[src/rtl/serdes_tx_scheduler_if.sv]
// Symbol-slot scheduler bus: framed byte stream in, K-code request in,
// and the registered {K,byte} symbol stream out toward the 8b/10b encoder.
interface serdes_tx_scheduler_if;
  logic [7:0] s_data;
  logic       s_valid;
  logic       s_last;
  logic       s_ready;
  logic       k_req;
  logic [7:0] k_code;
  logic       k_ack;
  logic [8:0] sym_out;
  logic       sym_strobe;
  logic       underrun;
  logic       in_frame;

  // Source / observer side.
  modport master (
    output s_data, s_valid, s_last, k_req, k_code,
    input  s_ready, k_ack, sym_out, sym_strobe, underrun, in_frame
  );

  // Scheduler side.
  modport slave (
    input  s_data, s_valid, s_last, k_req, k_code,
    output s_ready, k_ack, sym_out, sym_strobe, underrun, in_frame
  );
endinterface

[src/rtl/serdes_tx_scheduler.sv]
// Picks one 9-bit {K,byte} symbol per serializer slot: framed data wrapped
// in SOF K27.7 / EOF K29.7, out-of-band K-codes, or K28.5 idle/align/fill
// commas. SYM_BITS must be at least 2.
module serdes_tx_scheduler #(
  parameter int SYM_BITS     = 10,
  parameter int ALIGN_PERIOD = 256
) (
  input  logic                 clk,
  input  logic                 reset_n,
  input  logic                 enable,
  serdes_tx_scheduler_if.slave bus
);

  localparam logic [8:0] SYM_COMMA = 9'h1BC;  // K28.5
  localparam logic [8:0] SYM_SOF   = 9'h1FB;  // K27.7
  localparam logic [8:0] SYM_EOF   = 9'h1FD;  // K29.7

  localparam int              CNT_W       = (SYM_BITS > 1) ? $clog2(SYM_BITS) : 1;
  localparam logic [CNT_W-1:0] SLOT_LAST  = CNT_W'(SYM_BITS - 1);
  localparam logic [15:0]      ALIGN_LIMIT = 16'(ALIGN_PERIOD - 1);

  typedef enum logic [1:0] {
    ST_IDLE,
    ST_DATA,
    ST_EOF
  } state_t;

  state_t           state;
  state_t           next_state;
  logic [CNT_W-1:0] slot_cnt;
  logic [15:0]      align_cnt;
  logic [8:0]       next_sym;
  logic             boundary;
  logic             align_due;
  logic             take_k;
  logic             fill;

  assign boundary  = enable && (slot_cnt == SLOT_LAST);
  assign align_due = (align_cnt >= ALIGN_LIMIT);

  // Handshakes are only offered in the boundary cycle, when the choice is committed.
  assign bus.s_ready = boundary && (state == ST_DATA);
  assign bus.k_ack   = boundary && take_k;

  // Choose this slot's symbol and the successor state; committed only at a boundary.
  always_comb begin
    // NOTE: every output of this block gets a default first, so no latch is inferred.
    next_sym   = SYM_COMMA;
    next_state = state;
    take_k     = 1'b0;
    fill       = 1'b0;
    case (state)
      ST_IDLE: begin
        if (align_due) begin
          next_sym = SYM_COMMA;
        end else if (bus.k_req) begin
          next_sym = {1'b1, bus.k_code};
          take_k   = 1'b1;
        end else if (bus.s_valid) begin
          // SOF only announces the frame; the first byte is taken next slot.
          next_sym   = SYM_SOF;
          next_state = ST_DATA;
        end
      end
      ST_DATA: begin
        if (bus.s_valid) begin
          next_sym = {1'b0, bus.s_data};
          if (bus.s_last) next_state = ST_EOF;
        end else begin
          fill = 1'b1;
        end
      end
      ST_EOF: begin
        next_sym   = SYM_EOF;
        next_state = ST_IDLE;
      end
      default: next_state = ST_IDLE;
    endcase
  end

  // Slot timing, FSM and all registered outputs.
  always_ff @(posedge clk or negedge reset_n) begin
    if (!reset_n) begin
      slot_cnt       <= '0;
      align_cnt      <= '0;
      state          <= ST_IDLE;
      bus.sym_out    <= SYM_COMMA;
      bus.sym_strobe <= 1'b0;
      bus.underrun   <= 1'b0;
      bus.in_frame   <= 1'b0;
    end else begin
      // NOTE: non-blocking assignments keep every register reading pre-edge values.
      bus.sym_strobe <= boundary;
      bus.underrun   <= boundary && fill;
      if (enable) slot_cnt <= boundary ? '0 : slot_cnt + 1'b1;
      if (boundary) begin
        state        <= next_state;
        bus.sym_out  <= next_sym;
        // Frame flag covers SOF through EOF; it drops with the first symbol after EOF.
        bus.in_frame <= (state != ST_IDLE) || (next_state == ST_DATA);
        if (next_sym == SYM_COMMA)  align_cnt <= '0;
        else if (align_cnt != '1)   align_cnt <= align_cnt + 1'b1;
      end
    end
  end

endmodule

[src/flat_wrapper.sv]
// flat-port wrapper written by rule: the top's interface ports become plain ports
module serdes_tx_scheduler_flat 
#(
  parameter int SYM_BITS     = 10,
  parameter int ALIGN_PERIOD = 256
)
  (clk, reset_n, enable, bus_s_data, bus_s_valid, bus_s_last, bus_k_req, bus_k_code, bus_s_ready, bus_k_ack, bus_sym_out, bus_sym_strobe, bus_underrun, bus_in_frame);
  serdes_tx_scheduler_if bus_i ();
  input  logic clk;
  input  logic reset_n;
  input  logic enable;
  input wire logic [$bits(bus_i.s_data)-1:0] bus_s_data;
  input wire logic [$bits(bus_i.s_valid)-1:0] bus_s_valid;
  input wire logic [$bits(bus_i.s_last)-1:0] bus_s_last;
  input wire logic [$bits(bus_i.k_req)-1:0] bus_k_req;
  input wire logic [$bits(bus_i.k_code)-1:0] bus_k_code;
  output wire logic [$bits(bus_i.s_ready)-1:0] bus_s_ready;
  output wire logic [$bits(bus_i.k_ack)-1:0] bus_k_ack;
  output wire logic [$bits(bus_i.sym_out)-1:0] bus_sym_out;
  output wire logic [$bits(bus_i.sym_strobe)-1:0] bus_sym_strobe;
  output wire logic [$bits(bus_i.underrun)-1:0] bus_underrun;
  output wire logic [$bits(bus_i.in_frame)-1:0] bus_in_frame;
  assign bus_i.s_data = bus_s_data;
  assign bus_i.s_valid = bus_s_valid;
  assign bus_i.s_last = bus_s_last;
  assign bus_i.k_req = bus_k_req;
  assign bus_i.k_code = bus_k_code;
  assign bus_s_ready = bus_i.s_ready;
  assign bus_k_ack = bus_i.k_ack;
  assign bus_sym_out = bus_i.sym_out;
  assign bus_sym_strobe = bus_i.sym_strobe;
  assign bus_underrun = bus_i.underrun;
  assign bus_in_frame = bus_i.in_frame;
  serdes_tx_scheduler #(.SYM_BITS(SYM_BITS), .ALIGN_PERIOD(ALIGN_PERIOD)) u_core (.clk(clk), .reset_n(reset_n), .enable(enable), .bus(bus_i));
endmodule
[config.mk]
export PLATFORM = sky130hd
export DESIGN_NAME = serdes_tx_scheduler_flat
export DESIGN_NICKNAME = d
export VERILOG_FILES = /design/src/rtl/serdes_tx_scheduler_if.sv /design/src/rtl/serdes_tx_scheduler.sv /design/src/flat_wrapper.sv
export SDC_FILE = /design/constraint.sdc
export NUM_CORES = 1
export LEC_CHECK = 0
export CAP_MARGIN = 0
export CORE_MARGIN = 1
export CORE_UTILIZATION = 40
export DETAILED_ROUTE_END_ITERATION = 7
export PLACE_DENSITY_LB_ADDON = 0.2
export SYNTH_ARGS = -nofsm -noshare
export SYNTH_HDL_FRONTEND = slang
export SYNTH_SLANG_ARGS = --single-unit
[constraint.sdc]
create_clock -name clk -period 2 [get_ports clk]
set_clock_uncertainty 0.05 [all_clocks]
set_input_delay 0.6 -clock clk [delete_from_list [all_inputs] [get_ports clk]]
set_output_delay 0.6 -clock clk [all_outputs]
set_load 0.05 [all_outputs]
Yosys cells after proc, flatten, opt, wreduce, memory -nomap -nowiden
Index checks and enable logic that the tools add are counted.
{"block": "word_totals", "ff_bits": 34, "in_bits": 22, "out_inout_bits": 14, "elab_cells": 44}
{"block": "classes", "add_sub_neg": 2, "n_lt_le_gt_ge": 1, "n_eq_ne": 6, "n_mux": 19, "reduce_logical": 9}
{"operator": "16-bit 2-to-1 mux", "n": 2}
{"operator": "9-bit 2-to-1 mux", "n": 3}
{"operator": "9-bit one-hot mux with 3 select lines", "n": 1}
{"operator": "16-bit by 1-bit adder with 16-bit output, second input constant", "n": 1}
{"operator": "16-bit by 8-bit greater-or-equal comparator with 1-bit output, second input constant", "n": 1}
{"operator": "16-bit inequality test, second input constant", "n": 1}
{"operator": "2-bit 2-to-1 mux", "n": 5}
{"operator": "9-bit equality test, second input constant", "n": 1}
{"operator": "7-bit 2-to-1 mux", "n": 1}
{"operator": "1-bit 2-to-1 mux", "n": 5}
{"operator": "4-bit by 1-bit adder with 4-bit output, second input constant", "n": 1}
{"operator": "2-bit by 1-bit equality test with 1-bit output, second input constant", "n": 2}
{"operator": "4-bit equality test, second input constant", "n": 1}
{"operator": "1-bit logical AND", "n": 4}
{"operator": "4-bit 2-to-1 mux", "n": 1}
{"operator": "2-bit one-hot mux with 2 select lines", "n": 1}
{"operator": "2-bit nonzero test", "n": 2}
{"operator": "2-bit equality test, second input constant", "n": 1}
{"operator": "2-bit logical NOT", "n": 1}
{"operator": "2-bit AND reduction", "n": 1}
{"operator": "1-bit logical OR", "n": 1}

Longest topological paths before layout
{"block": "depth", "depth_word": 7, "ltp_mapped": 8, "mapped_depth_nobuf": 8}

Worst setup path after synthesis
Ideal clock, no wire load.
{"block": "synth_timing", "path_type": "in2out", "start": "in enable", "end": "out bus_k_ack", "arrival_time_ns": 2.222, "slack_ns": -0.872, "cell_stages": 4, "path_buffers": 2, "cell_sequence": "nand4b_1 > clkbuf_1 > clkbuf_1 > nor3_1"}
{"block": "synth_between", "elab_chain_len": 2}
{"item": "start, declared", "line_no": "flat_wrapper.sv:11", "source": "input logic enable;"}
{"item": "1-bit logical AND", "line_no": "serdes_tx_scheduler.sv:38", "source": "assign boundary = enable && (slot_cnt == SLOT_LAST);"}
{"item": "1-bit logical AND", "line_no": "serdes_tx_scheduler.sv:43", "source": "assign bus.k_ack = boundary && take_k;"}
{"item": "end, declared", "line_no": "flat_wrapper.sv:18", "source": "output wire logic [$bits(bus_i.k_ack)-1:0] bus_k_ack;"}
Every way passes these cells.

Worst setup path after layout
{"block": "layout_timing", "start": "reg u_core.align_cnt[14]", "end": "out bus_k_ack"}
{"block": "layout_between", "elab_chain_len": 4}
{"item": "start, declared", "line_no": "serdes_tx_scheduler.sv:31", "source": "logic [15:0] align_cnt;"}
{"item": "start signal, assigned", "line_no": "serdes_tx_scheduler.sv:102", "source": "else if (align_cnt != '1) align_cnt <= align_cnt + 1'b1;"}
{"item": "16-bit by 8-bit greater-or-equal comparator with 1-bit output", "line_no": "serdes_tx_scheduler.sv:39", "source": "assign align_due = (align_cnt >= ALIGN_LIMIT);"}
{"item": "1-bit 2-to-1 mux", "line_no": "serdes_tx_scheduler.sv:54", "source": "if (align_due) begin"}
{"item": "1-bit 2-to-1 mux", "line_no": "serdes_tx_scheduler.sv:52", "source": "case (state)"}
{"item": "1-bit logical AND", "line_no": "serdes_tx_scheduler.sv:43"}
Every way passes these cells.

==> flow_metrics.env <==
export IMPL_nNetsFinal=307
export IMPL_drt_iter0_markers=84
export IMPL_syn_inst=208
export IMPL_comb_power_share_pct=48.0
export IMPL_fin_crit_ns=2.28
export IMPL_worst_setup_path_end_kind="output port"
export IMPL_synth_top_cells_by_area="dfrtp_1 (37%), dfstp_2 (8.3%), xnor2_1 (6.4%)"
export IMPL_seqPwrFrac_pct=34.8
export IMPL_yosys_warnings=0
export IMPL_relSlewSlack_pct=80.6
export IMPL_grt_pass1_wl_microns=7850
export IMPL_nFillCells=398
export IMPL_p_sw_share_pct=38.7
export IMPL_via_per_inst=5.19
export IMPL_vias=1737
export IMPL_timing_fmax_mhz=439
export IMPL_cts_max_path_buffers=2
export IMPL_holdBufCountCts=0
export IMPL_place_inst=322
export IMPL_violations="negative setup slack"
export IMPL_synth_cell_types=41
export IMPL_syn_area_per_cell_sq_um=9.16
export IMPL_synth_seq_cells=34
export IMPL_min_path_type="flip-flop to flip-flop"
export IMPL_power_frac_clock_pct=17.2
export IMPL_gp_congestion=0.766
export IMPL_hpwl_microns=3450
export IMPL_setup_tns_ns=-0.481
export IMPL_cp_start_kind="flip-flop"
export IMPL_fin_ws_ns=-0.278
export IMPL_grt_pass1_vias=1684
export IMPL_antenna_found_initial=0
export IMPL_seq_area_frac_synth_pct=45.1
export IMPL_cts_root_buffer="clkbuf_8"
export IMPL_syn_num_nets=233
export IMPL_dieArea_sq_mm=0.00504
export IMPL_slew_violations=0
export IMPL_area_growth_pct=46.7
export IMPL_crit_chain="nor4_4 > o2111ai_2 > nor3_4 > buf_12"
export IMPL_p_int_uw=1870
export IMPL_clk_latency_ns=0.29
export IMPL_n_antenna_cell=0
export IMPL_grt_max_degree=35
export IMPL_drc=0
export IMPL_ir_drop_uv=650
export IMPL_die_w_microns=71
export IMPL_cts_tree="done"
export IMPL_worstPathArrival_ns=1.63
export IMPL_grt_usage_pct=20.2
export IMPL_cts_clk_slew_worst_paths_ns=0.06
export IMPL_fin_crit_sh_pct=114
export IMPL_drv_cap=0
export IMPL_numCtsBuffers=5
export IMPL_grt_setup_unrepaired="true"
export IMPL_leakage_uw=0.00127
export IMPL_switchingPower_uw=1180
export IMPL_whs_ns=0.435
export IMPL_grt_overflow=0
export IMPL_numClockSinks=34
export IMPL_wire_per_inst_microns=13.9
export IMPL_drt_pass1_iter_count=6
export IMPL_fp_dieH_microns=71
export IMPL_ctsHtreeMaxLevel=2
export IMPL_postRouteAntennaNets=0
export IMPL_core_area_sq_mm=0.00447
export IMPL_worstPathRequired_ns=1.35
export IMPL_slowest_stage="dfrtp_1"
export IMPL_rows=24
export IMPL_synth_largest_area_cell="dfrtp_1"
export IMPL_crit_type="flip-flop to output port"
export IMPL_syn_area_sq_mm=0.00190
export IMPL_setup_violations_final=2
export IMPL_power_density_mw_per_mm2=1090
export IMPL_status="complete, but fails checks"
export IMPL_hold_violations=0
export IMPL_cpPeakStageDelay_ns=0.41
export IMPL_start_util_pct=42.6
export IMPL_drt_wl_total_microns=4660
export IMPL_worstMarginPinSlew_ns=0.290
export IMPL_fin_cells=335
export IMPL_synth_top_cell_area_share_pct=36.8
export IMPL_drive_above_1_share_pct=30.4
export IMPL_place_ws_ns=-0.503
export IMPL_io_buffer_count=35
export IMPL_pin_count=36
export IMPL_critPathMaxFanout=2
[power by group through the flow]
stage	clock network (uW)	logic (uW)	registers [uW]
4_1_cts	544	1450	1060
6_report	524	1460	1060
2_1_floorplan	0	468	1390
3_3_place_gp	0	1410	1060
5_1_grt	569	1580	1080
3_5_place_dp	0	1440	1070
[routing by layer]
layer  vias up  GRT usage, %  part of all wire, %
li1        877             -                    -
met1       814          26.6                   47
met2        39          32.5                   47
met3         7          4.70                  4.5
met4         0          7.33                  1.5
met5         -             0                    0
[cell type report]
class | count | area, sq um | share of cell area (%)
multi-input combinational | 160 | 1010 | 36.1
sequential | 34 | 858 | 30.7
inverter | 5 | 21.3 | 0.761
timing repair buffer | 76 | 751 | 26.9
tap | 52 | 65.1 | 2.33
clock buffer | 8 | 90.1 | 3.22
[placed cells by master, fill, tap and decap left out, types with 3 or more instances in the layout]
cell and instances:
o21ai_0 15, buf_12 10, nand2_1 25, o22ai_1 6, nor2_1 31, xnor2_1 14
dfrtp_1 28, inv_1 4, o21ai_1 5, nand3_1 6, a21oi_1 9, buf_4 44
nor4_4 3, clkbuf_8 6, dfstp_2 6, nor3_1 6, and3_1 3, clkdlybuf4s50_1 20
nand4_1 4
[flip-flops by register name (all words and copies together), names as in the netlist]
register and count:
u_core.align_cnt 16, u_core.bus.sym_out 9, u_core.slot_cnt 4, u_core.state 2, u_core.bus.in_frame 1, u_core.bus.sym_strobe 1, u_core.bus.underrun 1
[Yosys cell counts, drive strengths merged]
cell     number
clkbuf        5
nand2b        1
dfrtp        28
nor2b         1
ha            3
a31oi         1
and3          3
o221ai        1
and4          2
and2          1
buf           4
a21o          1
nand3         6
a21oi        10
a22o          1
xor2          2
nor3          9
mux2          1
xnor2        14
and2b         1
nor2         31
or2           2
o2111ai       2
o31ai         1
o22ai         6
nand4         6
inv           5
dfstp         6
o211ai        2
o21ai        20
nor4          3
nand2        26
nand4b        2
nor3b         1
[cells by family (layout without fill, tap and decap cells)]
| group | after synthesis | after routing | synth area share [%] |
|---|---|---|---|
| compound gates | 45 | 45 | 14.5 |
| xor+xnor | 16 | 16 | 7.36 |
| fa+ha+maj | 3 | 3 | 1.97 |
| buf+inv | 14 | 89 | 3.68 |
| flops | 34 | 34 | 45.1 |
| mux | 1 | 1 | 0.591 |
| simple gates | 95 | 95 | 26.8 |
[stage by stage]
| stage | total power (uW) | utilization, % | cell area (sq um) |
|---|---|---|---|
| 2_1_floorplan | 1860 | - | 1940 |
| 3_3_place_gp | 2480 | 59.1 | 2640 |
| 3_5_place_dp | 2510 | 59.1 | 2640 |
| 4_1_cts | 3060 | 61.6 | 2760 |
| 5_1_grt | 3230 | 62.4 | 2790 |
| 6_report | 3050 | 62.4 | 2790 |
[repair_timing]
action	CTS	global route
buffers inserted	3	2
resized for setup	3	5
setup endpoints to repair	18	7
pin swaps	4	2
[worst paths after layout]
kind	end	cells past startpoint	slack (ns)	startpoint
worst max-delay path	bus_k_ack	4	-0.28	u_core.align_cnt[14]$_DFFE_PN0P_
worst min register to register	u_core.bus.sym_out[7]$_DFFE_PN1P_	2	0.43	u_core.bus.sym_out[7]$_DFFE_PN1P_
min in group asynchronous	u_core.bus.underrun$_DFF_PN0_	2	0.63	reset_n
worst max register to register	u_core.align_cnt[13]$_DFFE_PN0P_	10	0.13	u_core.slot_cnt[1]$_DFFE_PN0P_
worst min-delay path	u_core.bus.sym_out[7]$_DFFE_PN1P_	2	0.43	u_core.bus.sym_out[7]$_DFFE_PN1P_
max in group asynchronous	u_core.bus.sym_out[8]$_DFFE_PN1P_	2	1.02	reset_n
[worst max-delay path, delay by kind of cell (launching register included)]
family / cells / cell delay (ns)
AND/OR/NAND/NOR: 2 / 0.54
flip-flops: 1 / 0.41
AO/OA/AOI/OAI: 1 / 0.24
buffers and inverters: 1 / 0.16
Power figures use the tool's default switching activity.
